File: src/rtl/arbitro_pkg.sv
// Shared definitions for the account ledger arbiter: state encoding, operation
// type codes and status flag positions.
package arbitro_pkg;

  // One-hot FSM encoding
  typedef enum logic [3:0] {
    StIdle  = 4'b0001,
    StLatch = 4'b0010,
    StExec  = 4'b0100,
    StDone  = 4'b1000
  } estado_e;

  localparam logic TIPO_DEPOSITO = 1'b0;
  localparam logic TIPO_RETIRO   = 1'b1;

  // Bit positions inside the status flag vector
  localparam int unsigned FLAG_OK       = 0;
  localparam int unsigned FLAG_FONDOS   = 1;
  localparam int unsigned FLAG_DESBORDE = 2;
  localparam int unsigned FLAG_RECHAZO  = 3;
  localparam int unsigned NUM_FLAGS     = 4;

  // Index of the set bit in a one-hot vector of up to 8 requesters
  function automatic logic [2:0] oh_a_indice(input logic [7:0] oh);
    logic [2:0] idx;
    idx = '0;
    for (int i = 0; i < 8; i++) begin
      if (oh[i]) idx = 3'(i);
    end
    return idx;
  endfunction

endpackage

File: src/rtl/arbitro_rr.sv
// Combinational round-robin selector: scans requests starting at ptr_i and
// returns the first active one as a one-hot vector.
module arbitro_rr #(
  parameter int unsigned N_REQ = 3,
  parameter int unsigned PTR_W = 2
) (
  input  logic [N_REQ-1:0] req_i,
  input  logic [PTR_W-1:0] ptr_i,
  output logic [N_REQ-1:0] gnt_o
);

  logic        encontrado;
  int unsigned idx;

  // Walk the requesters in circular order from the pointer; first hit wins
  always_comb begin
    gnt_o      = '0;
    encontrado = 1'b0;
    idx        = 0;
    for (int unsigned i = 0; i < N_REQ; i++) begin
      idx = (32'(ptr_i) + i) % N_REQ;
      if (!encontrado && req_i[idx]) begin
        gnt_o[idx] = 1'b1;
        encontrado = 1'b1;
      end
    end
  end

endmodule

File: src/rtl/arbitro_balance.sv
// Shared-account ledger controller. Serialises read-modify-write operations on
// the balance register between N_REQ requesters with round-robin fairness.
// Every output is registered; each transaction spends one cycle in each of
// LATCH, EXEC and DONE, followed by at least one IDLE cycle.
module arbitro_balance
  import arbitro_pkg::*;
#(
  parameter int unsigned      N_REQ    = 3,
  parameter int unsigned      BAL_W    = 32,
  parameter int unsigned      MONTO_W  = 32,
  parameter logic [BAL_W-1:0] BAL_INIT = '0
) (
  input  logic                       clk_i,
  input  logic                       rst_ni,
  input  logic [N_REQ-1:0]           req_i,
  input  logic [N_REQ-1:0]           tipo_i,
  input  logic [N_REQ*MONTO_W-1:0]   monto_i,
  input  logic                       bloqueo_in_i,
  output logic [N_REQ-1:0]           gnt_o,
  output logic                       busy_o,
  output logic                       done_o,
  output logic                       ok_o,
  output logic                       fondos_insuficientes_o,
  output logic                       desborde_o,
  output logic                       rechazado_o,
  output logic [BAL_W-1:0]           balance_o
);

  localparam int unsigned PTR_W = (N_REQ > 1) ? $clog2(N_REQ) : 1;

  estado_e                state_q, state_d;
  logic [PTR_W-1:0]       ptr_q, ptr_d;
  logic [PTR_W-1:0]       win_q, win_d;
  logic                   tipo_q, tipo_d;
  logic [BAL_W-1:0]       monto_q, monto_d;
  logic [BAL_W-1:0]       balance_q, balance_d;
  logic [N_REQ-1:0]       gnt_q, gnt_d;
  logic                   busy_q, busy_d;
  logic                   done_q, done_d;
  logic [NUM_FLAGS-1:0]   flags_q, flags_d;

  logic [N_REQ-1:0]       rr_gnt;
  logic [7:0]             rr_gnt_ext;
  logic [2:0]             rr_idx;
  logic [MONTO_W-1:0]     monto_sel;
  logic [BAL_W:0]         suma;

  arbitro_rr #(
    .N_REQ (N_REQ),
    .PTR_W (PTR_W)
  ) u_rr (
    .req_i (req_i),
    .ptr_i (ptr_q),
    .gnt_o (rr_gnt)
  );

  assign rr_gnt_ext = 8'(rr_gnt);
  assign rr_idx     = oh_a_indice(rr_gnt_ext);
  assign monto_sel  = monto_i[MONTO_W*int'(win_q) +: MONTO_W];
  // One extra bit so a deposit carry-out is visible
  assign suma       = {1'b0, balance_q} + {1'b0, monto_q};

  // Next-state, operand capture, balance update and registered output values
  always_comb begin
    state_d   = state_q;
    ptr_d     = ptr_q;
    win_d     = win_q;
    tipo_d    = tipo_q;
    monto_d   = monto_q;
    balance_d = balance_q;
    gnt_d     = '0;
    busy_d    = 1'b0;
    done_d    = 1'b0;
    flags_d   = '0;

    unique case (state_q)
      StIdle: begin
        if (|req_i) begin
          state_d = StLatch;
          win_d   = rr_idx[PTR_W-1:0];
          gnt_d   = rr_gnt;
          busy_d  = 1'b1;
        end
      end

      StLatch: begin
        // Operands are frozen here so a requester may drop req afterwards
        tipo_d  = tipo_i[win_q];
        monto_d = BAL_W'(monto_sel);
        gnt_d   = gnt_q;
        busy_d  = 1'b1;
        state_d = StExec;
      end

      StExec: begin
        gnt_d   = gnt_q;
        busy_d  = 1'b1;
        done_d  = 1'b1;
        state_d = StDone;
        if (bloqueo_in_i) begin
          flags_d[FLAG_RECHAZO] = 1'b1;
        end else if ((tipo_q == TIPO_RETIRO) && (monto_q > balance_q)) begin
          flags_d[FLAG_FONDOS] = 1'b1;
        end else if ((tipo_q == TIPO_DEPOSITO) && suma[BAL_W]) begin
          flags_d[FLAG_DESBORDE] = 1'b1;
        end else begin
          flags_d[FLAG_OK] = 1'b1;
          balance_d = (tipo_q == TIPO_RETIRO) ? (balance_q - monto_q) : suma[BAL_W-1:0];
        end
      end

      StDone: begin
        state_d = StIdle;
        if (win_q == PTR_W'(N_REQ - 1)) begin
          ptr_d = '0;
        end else begin
          ptr_d = win_q + 1'b1;
        end
      end

      default: begin
        // Illegal encoding: fall back to IDLE without touching the balance
        state_d = StIdle;
      end
    endcase
  end

  // State and output registers; reset discards any in-flight transaction
  always_ff @(posedge clk_i or negedge rst_ni) begin
    if (!rst_ni) begin
      state_q   <= StIdle;
      ptr_q     <= '0;
      win_q     <= '0;
      tipo_q    <= TIPO_DEPOSITO;
      monto_q   <= '0;
      balance_q <= BAL_INIT;
      gnt_q     <= '0;
      busy_q    <= 1'b0;
      done_q    <= 1'b0;
      flags_q   <= '0;
    end else begin
      state_q   <= state_d;
      ptr_q     <= ptr_d;
      win_q     <= win_d;
      tipo_q    <= tipo_d;
      monto_q   <= monto_d;
      balance_q <= balance_d;
      gnt_q     <= gnt_d;
      busy_q    <= busy_d;
      done_q    <= done_d;
      flags_q   <= flags_d;
    end
  end

  assign gnt_o                  = gnt_q;
  assign busy_o                 = busy_q;
  assign done_o                 = done_q;
  assign ok_o                   = flags_q[FLAG_OK];
  assign fondos_insuficientes_o = flags_q[FLAG_FONDOS];
  assign desborde_o             = flags_q[FLAG_DESBORDE];
  assign rechazado_o            = flags_q[FLAG_RECHAZO];
  assign balance_o              = balance_q;

endmodule

File: config.mk
export PLATFORM = sky130hd
export DESIGN_NAME = arbitro_balance
export DESIGN_NICKNAME = d
export VERILOG_FILES = /design/src/rtl/arbitro_pkg.sv /design/src/rtl/arbitro_rr.sv /design/src/rtl/arbitro_balance.sv
export SDC_FILE = /design/constraint.sdc
export NUM_CORES = 1
export LEC_CHECK = 0
export CAP_MARGIN = 20
export CORE_ASPECT_RATIO = 1.1
export CORE_MARGIN = 2
export CORE_UTILIZATION = 54
export CTS_CLUSTER_DIAMETER = 40
export DETAILED_ROUTE_END_ITERATION = 8
export PLACE_DENSITY_LB_ADDON = 0.2
export SKIP_LAST_GASP = 1
export SLEW_MARGIN = 20
export SYNTH_ARGS = -nofsm -noshare
export SYNTH_HDL_FRONTEND = slang
export SYNTH_HIERARCHICAL = 1
export SYNTH_SLANG_ARGS = --single-unit
File: constraint.sdc
create_clock -name clk_i -period 3.85 [get_ports clk_i]
set_input_delay 0.385 -clock clk_i [delete_from_list [all_inputs] [get_ports clk_i]]
set_output_delay 0.385 -clock clk_i [all_outputs]
set_load 0.02 [all_outputs]
# After elaboration in Yosys (flattened, before gate mapping)
# Cells that the tools add are included.
totals:
  ff_bits: 82
  output_inout_bits: 41
  input_bits: 105
  wordCells: 90
classes:
  bitwise: 6
  n_eq_ne: 6
  shifts: 1
  n_reduce_logical: 13
  div_mod_pow: 3
  order_cmp: 8
  n_mux: 38
  addsub: 5
ops:
  columns: ["operator", "count"]
  rows:
  - ["$ge A32 B1 Y1 const B", 3]
  - ["$lt A32 B3 Y1 const B", 3]
  - ["$shiftx A96 B8 Y32", 1]
  - ["$mod A32 B2 Y32 const B", 2]
  - ["$add A32 B32 Y33", 1]
  - ["$gt A32 B32 Y1", 1]
  - ["$mod A2 B2 Y32 const B", 1]
  - ["$mux W32", 1]
  - ["$sub A32 B32 Y32", 1]
  - ["$mux W1", 18]
  - ["$mux W3", 5]
  - ["$pmux W4 S3", 1]
  - ["$bmux W1 S2", 4]
  - ["$mux W4", 2]
  - ["$logic_and A1 B1 Y1", 7]
  - ["$demux W1 S2", 3]
  - ["$or A3 B3 Y3", 2]
  - ["$pmux W3 S2", 1]
  - ["$eq A4 B1 Y1 const B", 1]
  - ["$eq A4 B2 Y1 const B", 1]
  - ["$eq A4 B3 Y1 const B", 1]
  - ["$eq A4 B4 Y1 const B", 1]
  - ["$mux W2", 2]
  - ["$not A1 Y1", 4]
  - ["12 further kinds", 13]

# Depth between registers and ports, before layout
# Gate-level depths: netlist (run 1).
logic_depth:
  depth_word: 12
  mapped_depth: 14
  mapped_depth_nobuf: 13

# Cells and area by module
# The synthesis (run 1) kept the hierarchy.
by_module_without_submodules:
  columns: ["module", "n_inst", "area_per_inst_um2", "cells_each", "seq_area_each_um2"]
  rows:
  - ["arbitro_balance", 1, 7183.1, 870, 2053.2]
  - ["arbitro_rr", 1, 265.3, 35, 0.0]

# Worst setup path before layout (run 1)
# No wires, ideal clock.
synth_path:
  path_type: "reg2reg"
  start: "register balance_q[0] (netlist: balance_o[0])"
  end: "register balance_q[10] (netlist: balance_o[10])"
  t_required_ps: 3723
  setup_time_ps: 127
  slack_ps: 642
  stages_incl_launch_ff: 15
  t_arrival_ps: 3081
  path_cell_list: "dfrtp_1 > inv_1 > ha_1 > fa_1 > nand2b_1 > a21oi_1 > o2111ai_1 > a31oi_2 > a31oi_1 > o21ai_1 > o211a_2 > nand3_4 > inv_4 > buf_6 > mux2_1"
synth_between:
  elab_chain_len: 4
  word_cells_on_any_way: 9
synth_rtl:
  columns: ["item", "line", "text"]
  rows:
  - ["start: declaration", "arbitro_balance.sv:36", "logic [BAL_W-1:0] balance_q, balance_d;"]
  - ["start signal: assignment", "arbitro_balance.sv:147", "balance_q <= balance_d;"]
  - ["$add A32 B32 Y33 or $gt A32 B32 Y1 (tied branches)", "arbitro_balance.sv:61, arbitro_balance.sv:102", null]
  - ["$logic_and A1 B1 Y1, on equally long branches", "arbitro_balance.sv:104, arbitro_balance.sv:102", null]
  - ["$not A1 Y1 (no source line)", null, null]
  - ["$reduce_and A4 Y1 (no source line)", null, null]
# Parallel ways exist; a longest one is shown, timed or not.
# A chain may end at the register's enable or synchronous reset.

# Final worst setup path (run 1)
layout_path:
  start: "register balance_q[0] (netlist: balance_o[0])"
  end: "register balance_q[9] (netlist: balance_o[9])"
# The elaborated chain is that of the path after synthesis.

==> summary.md, run 1 <==
| Metric | Value |
|---|---|
| Status | finished, final reports clean |
| Clk_lat worst skew | 0.34 ns |
| Required time worst endpoint | 4.07 ns |
| Slew Limit Fails | 0 |
| Layout cells sized above 1 | 5.97% |
| GRT overflow | 0 |
| Worst setup margin | 0.214 ns |
| Number of synthesized register bits | 82 |
| Mapped Cells | 905 |
| Footprint of the multi-input gates | 0.00492 mm2 |
| Number of buffers created by CTS | 9 |
| HPWL after DPL | 15.6 mm |
| Startpoint Class | register |
| MaxCap Viol Count | 0 |
| Ports | 146 |
| Arr. time, crit path | 3.86 ns |
| Layout fillers | 1185 |
| Drt via density | 6.00 |
| CP max FO | 29 |
| Fin crit share | 94.4% |
| Post-CTS Setup Repair Bufs | 0 |
| Peak VDD IR | 0.000365 V |
| Layout area overhead | 25.1% |
| Die Ht | 127 um |
| Max Root-Sink Buffers | 2 |
| Worst setup EP type | register |
| Non-Filler Instances | 1211 |
| IO buf count | 145 |
| Mapped cell area | 0.00745 mm2 |
| Final net count | 1192 |
| R2R Setup Slk | 0.21 ns |
| RePlAce Congestion | 0.951 |
| Peak Freq | 275 MHz |
| Reg area | 0.00205 mm2 |
| Rel. slew slack | 47.5% |
| Fin crit period | 3.64 ns |
| # setup viols final | 0 |
| Critical path type | register to register |
| H-tree levels | 3 |
| Setup TNS | 0 ns |
| Leakage Power | 4.14 nW |
| Fin util | 68.4% |
| Starting Density | 54.7% |
| Met1 Track Usage GR | 39.6% |
| Sequential Power Share | 18.9% |
| Final wirelength | 21.0 mm |
| DR iter-0 viols | 675 |
| DRC | 0 |
| Reg-to-Reg End | balance_o[9] |
| Die Wd | 116 um |
| Die ar. | 0.0147 mm2 |
| Slew @ Worst Pin | 0.788 ns |
| Post-synth EDFFs | 0 |
| Cells after DPL | 1194 |
| Post-synthesis async set-or-reset flop share | 100% |
| Netlist cell types | 86 |
| Hold buffers post-CTS | 0 |
| GRT met3 Usage | 5.03% |
| Most Crowded Layer GR | met2 |
| Largest net degree at the start of global routing | 68 |
| R2R depth | 13 |
| Clock power share | 11.4% |
| Vias | 7271 |
| First-pass GRT wire length | 34.1 mm |
| Root Driver | clkbuf_16 |
| Comb power frac | 69.6% |
| Synth warn | 6 |
| Pre-CTS WS | 0.193 ns |
| CTS tree | done |
| Sw Ratio | 50.6% |
| Sw power | 4.30 mW |
| Register area share after synthesis | 27.6% |
| Number of global-route vias before repair | 6843 |
| Synth Area per Inst | 8.23 um2 |
| Row cnt | 45 |
| Clk pin slew, worst setup/hold paths | 0.07 ns |
| Met2 usage | 46.0% |
| GRT Util Overall | 28.8% |
| RSZ-0062 raised after global routing | false |
| CTS resizes | 0 |
| Antenna Nets Post-Route | 0 |
| Post-DR wirelength/cell | 17.4 um |
| Worst Skew | 0.00886 ns |
| Worst Hold Class | input pin to async pin |
| 1st-pass router iterations | 7 |
| Total core area | 0.0136 mm2 |
| CTS sink count | 82 |
| Internal power | 4.19 mW |
| Final Hold Fails | 0 |
| Initial antenna violation count | 0 |
| R2r startpoint | balance_o[0] |
| Synth Flop Type | dfrtp_1 |
| Pwr Density | 912 mW/mm2 |
| Mapped Nets | 1080 |
## worst max-delay path by stage
stage                            start            end  slack [ns]
after floorplan           balance_o[0]  balance_o[10]        0.64
after global placement    balance_o[0]  balance_o[17]        0.36
after detailed placement  balance_o[0]  balance_o[17]        0.19
after CTS                 balance_o[0]   balance_o[1]        0.14
after global routing      balance_o[0]   balance_o[9]        0.04
final                     balance_o[0]   balance_o[9]        0.21
## sequential cells by signal, indices dropped and copies added, names as in the netlist
| register | count |
|---|---|
| balance_o | 32 |
| monto_q | 32 |
| flags_q | 4 |
| state_q | 4 |
| gnt_o | 3 |
| ptr_q | 2 |
| win_q | 2 |
| busy_o | 1 |
| done_o | 1 |
| tipo_q | 1 |
## cell usage in the layout, fill, tap and decap left out, drive strengths merged, types with 12 or more instances in the layout
cell           instances
nand2b                12
ha                    68
nor3                  21
nand2                 33
mux2                  27
a31oi                 19
a21oi                133
clkdlybuf4s50        144
dfrtp                 81
o21ai                 38
xnor2                 23
inv                   66
nor2                 113
mux2i                 39
o31ai                 14
## logic make-up (layout without fill, tap and decap cells)
| kind of cell | after synthesis | count (layout) | synth area share, % |
|---|---|---|---|
| AO/OA/AOI/OAI | 298 | 298 | 25.5 |
| AND/OR/NAND/NOR | 246 | 246 | 16.2 |
| buffers and inverters | 119 | 236 | 6.57 |
| flip-flops | 82 | 82 | 27.6 |
| adder cells (fa/ha/maj) | 70 | 70 | 12.0 |
| multiplexers | 66 | 66 | 9.32 |
| XOR/XNOR | 24 | 24 | 2.82 |
| other | 0 | 1 | 0 |
## cells in the mapped netlist, types with 11 or more instances
master,instances,share of area (%)
a21oi_1,131,8.8
nor2_1,112,5.6
dfrtp_1,81,27
ha_1,68,11
inv_1,59,3.0
mux2i_1,39,5.2
nand2_1,32,1.6
clkbuf_1,30,1.5
o21ai_0,30,2.0
mux2_1,23,3.5
xnor2_1,23,2.7
nor3_1,20,1.3
a31oi_1,18,1.5
o31ai_1,13,1.3
nand2b_1,12,1.0
a21o_1,11,1.1
buf_2,11,0.74
o21bai_1,11,1.1
## critical path, cell delays in order (launching register included)
cell,delay [ns]
dfrtp_1,0.38
inv_1,0.07
ha_1,0.22
fa_1,0.40
nand2b_1,0.18
a21oi_1,0.24
o2111ai_1,0.22
a31oi_2,0.35
a31oi_1,0.18
o21ai_1,0.25
o211a_2,0.31
nand3_4,0.13
inv_8,0.22
mux2_1,0.35
## final cells by class
class / count / area share (%)
multi-input combinational: 704 / 52.8
sequential: 82 / 22.0
timing repair buffer: 154 / 16.3
inverter: 66 / 2.74
tap: 188 / 2.52
clock buffer: 9 / 2.42
clock inverter: 7 / 1.18
antenna: 1 / 0.0269
## stage by stage
step | hold slack (ns) | instance area [um2] | total power [mW]
finish | 0.0952 | 9320 | 8.50
CTS | 0.148 | 9310 | 8.41
global route | 0.176 | 9320 | 9.18
detailed placement | 0.497 | 8980 | 7.36
floorplan | 0.0894 | 7450 | 5.81
global placement | 0.489 | 8970 | 7.30
## power groups by stage
stage,sequential (mW),clock (mW),combinational [mW]
CTS,1.61,0.986,5.81
finish,1.61,0.973,5.92
detailed placement,1.62,0,5.74
global placement,1.60,0,5.71
global route,1.66,1.02,6.49
floorplan,1.69,0,4.12
## per-layer routing
layer / wire, um / vias to the layer above
li1: - / 3471
met1: 9100 / 3375
met2: 9760 / 358
met3: 1580 / 67
met4: 591 / 0
met5: 0 / -
Note: power is estimated with default switching activity, not from simulation.
==> inputs of run 2 (changes only) <==
--- a/config.mk
+++ b/config.mk
@@ -11,7 +11,7 @@
 export CORE_UTILIZATION = 54
 export CTS_CLUSTER_DIAMETER = 40
 export DETAILED_ROUTE_END_ITERATION = 8
-export PLACE_DENSITY_LB_ADDON = 0.2
+export PLACE_DENSITY = 0.83
 export SKIP_LAST_GASP = 1
 export SLEW_MARGIN = 20
 export SYNTH_ARGS = -nofsm -noshare
==> constraint.sdc (replaced) <==
create_clock -name clk_i -period 3.85 [get_ports clk_i]
set_input_delay 0.385 -clock clk_i [delete_from_list [all_inputs] [get_ports clk_i]]
set_output_delay 0.385 -clock clk_i [all_outputs]
set_load 0.1 [all_outputs]
==> summary.md, run 2 (synthesis gave the netlist of run 1 again) <==
| Metric | Value |
|---|---|
| Number of buffers created by CTS | 9 |
| Final net count | 1191 |
| Die ar. | 0.0147 mm2 |
| Most frequent cells in the layout | clkdlybuf4s50_1 (144), a21oi_1 (131), nor2_1 (112) |
| RePlAce Congestion | 0.929 |
| # setup viols final | 0 |
| Final Power | 9.22 mW |
| Peak Freq | 285 MHz |
| H-tree levels | 3 |
| Worst Hold Class | input pin to async pin |
| CTS tree | done |
| Arr. time, crit path | 3.74 ns |
| Total core area | 0.0136 mm2 |
| Clock power share | 9.1% |
| GRT overflow | 0 |
| Comb power frac | 73.4% |
| DR iter-0 viols | 567 |
| Most common cell after layout, fill and taps aside | clkdlybuf4s50_1 |
| Max Root-Sink Buffers | 2 |
| Leakage Power | 4.11 nW |
| Peak VDD IR | 0.000668 V |
| Slew Limit Fails | 0 |
| Startpoint Class | register |
| Pwr Density | 996 mW/mm2 |
| 1st-pass router iterations | 7 |
| HPWL after DPL | 15.6 mm |
| CP cell instances | inv_1, ha_1, fa_1, nand2b_1, a21oi_1, o2111ai_1, a31oi_2, a31oi_1, o21ai_1, o211a_2, nand3_4, inv_6, mux2_1 |
| Clk pin slew, worst setup/hold paths | 0.07 ns |
| Cells after DPL | 1193 |
| Sw Ratio | 56.0% |
| Ant diodes | 0 |
| Starting Density | 54.7% |
| Vias | 7195 |
| Internal power | 4.05 mW |
| Final Hold Fails | 0 |
| Fin util | 67.9% |
| Post-DR wirelength/cell | 16.8 um |
| Post-CTS Setup Repair Bufs | 0 |
| Final wirelength | 20.3 mm |
| GRT Util Overall | 28.4% |
| Critical path type | register to register |
| Number of global-route vias before repair | 6868 |
| Design area | 0.00925 mm2 |
| Layout cells sized above 1 | 5.78% |
| Initial antenna violation count | 0 |
| Status | finished, final reports clean |
| Slew @ Worst Pin | 1.07 ns |
| Sequential Power Share | 17.6% |
| Ports | 146 |
| Sw power | 5.16 mW |
| CTS sink count | 82 |
| MaxCap Viol Count | 0 |
| Clk_lat worst skew | 0.35 ns |
| Worst Skew | 0.0123 ns |
| Row cnt | 45 |
| Worst path slowest cell | fa_1 |
| Fin crit period | 3.51 ns |
| Drt via density | 5.95 |
| Placement Cell Area | 0.00896 mm2 |
| Required time worst endpoint | 4.08 ns |
| Antenna Nets Post-Route | 0 |
| Fin crit share | 91.2% |
| Largest stage delay on the critical path | 0.38 ns |
| IO buf count | 145 |
| Die Wd | 116 um |
| Setup TNS | 0 ns |
| Rel. slew slack | 28.4% |
| Die Ht | 127 um |
| First-pass GRT wire length | 33.6 mm |
| Root Driver | clkbuf_16 |
| Worst setup EP type | register |
| Non-Filler Instances | 1209 |
| DRC | 0 |
| Layout area overhead | 24.2% |
| CP max FO | 31 |
| RSZ-0062 raised after global routing | false |
| Largest net degree at the start of global routing | 65 |
run 2: layout make-up:
type	count	area (um2)
clock buffers	11	243
fillers	1142	4380
flip-flops and latches	82	2050
repair buffers	153	1510
inverters	66	253
clock inverters	5	38.8
well taps	188	235
multi-input cells	704	4910
run 2: layer usage:
layer  vias up  GRT usage (%)  wire [um]
li1       3459              -          -
met1      3390           38.8       8860
met2       306           45.9       9590
met3        40           4.93       1400
met4         0           8.96        420
met5         -              0          0
run 2: final timing paths:
| path | startpoint | endpoint | cells past startpoint | slack, ns |
|---|---|---|---|---|
| min in group clk_i | state_q[1] | state_q[3] | 1 | 0.51 |
| setup / recovery | balance_o[0] | balance_o[10] | 13 | 0.34 |
| max in group asynchronous | rst_ni | balance_o[21] | 2 | 2.95 |
| hold / removal | rst_ni | monto_q[9] | 1 | 0.08 |
| setup reg to reg | balance_o[0] | balance_o[10] | 13 | 0.34 |
| hold reg to reg | state_q[1] | state_q[3] | 1 | 0.51 |
run 2: per-stage QoR:
stage          worst slack (ns)  hold slack (ns)
2_1_floorplan            0.0810           0.0894
3_3_place_gp              0.390            0.472
3_5_place_dp              0.288            0.479
4_1_cts                   0.258            0.112
5_1_grt                  0.0716            0.138
6_report                  0.338           0.0753
run 2: power by group through the flow:
| stage | sequential, mW | clock (mW) | combinational [mW] |
|---|---|---|---|
| after floorplan | 2.62 | 0 | 4.12 |
| after global placement | 1.61 | 0 | 6.54 |
| after detailed placement | 1.64 | 0 | 6.62 |
| after CTS | 1.62 | 0.849 | 6.67 |
| after global routing | 1.68 | 0.882 | 7.35 |
| final | 1.62 | 0.835 | 6.76 |
run 2: what timing repair did:
| action | 4_1_cts | 5_1_grt |
|---|---|---|
| hold buffers | 0 | 0 |
| gates resized for setup | 0 | 1 |
| setup endpoints to repair | 0 | 6 |
run 2: critical path, delay by kind of cell (launching register included):
family	cells	cell delay (ns)
flip-flops	1	0.37
AND/OR/NAND/NOR	2	0.28
adder cells (fa/ha/maj)	2	0.60
multiplexers	1	0.38
buffers and inverters	2	0.34
AO/OA/AOI/OAI	6	1.39
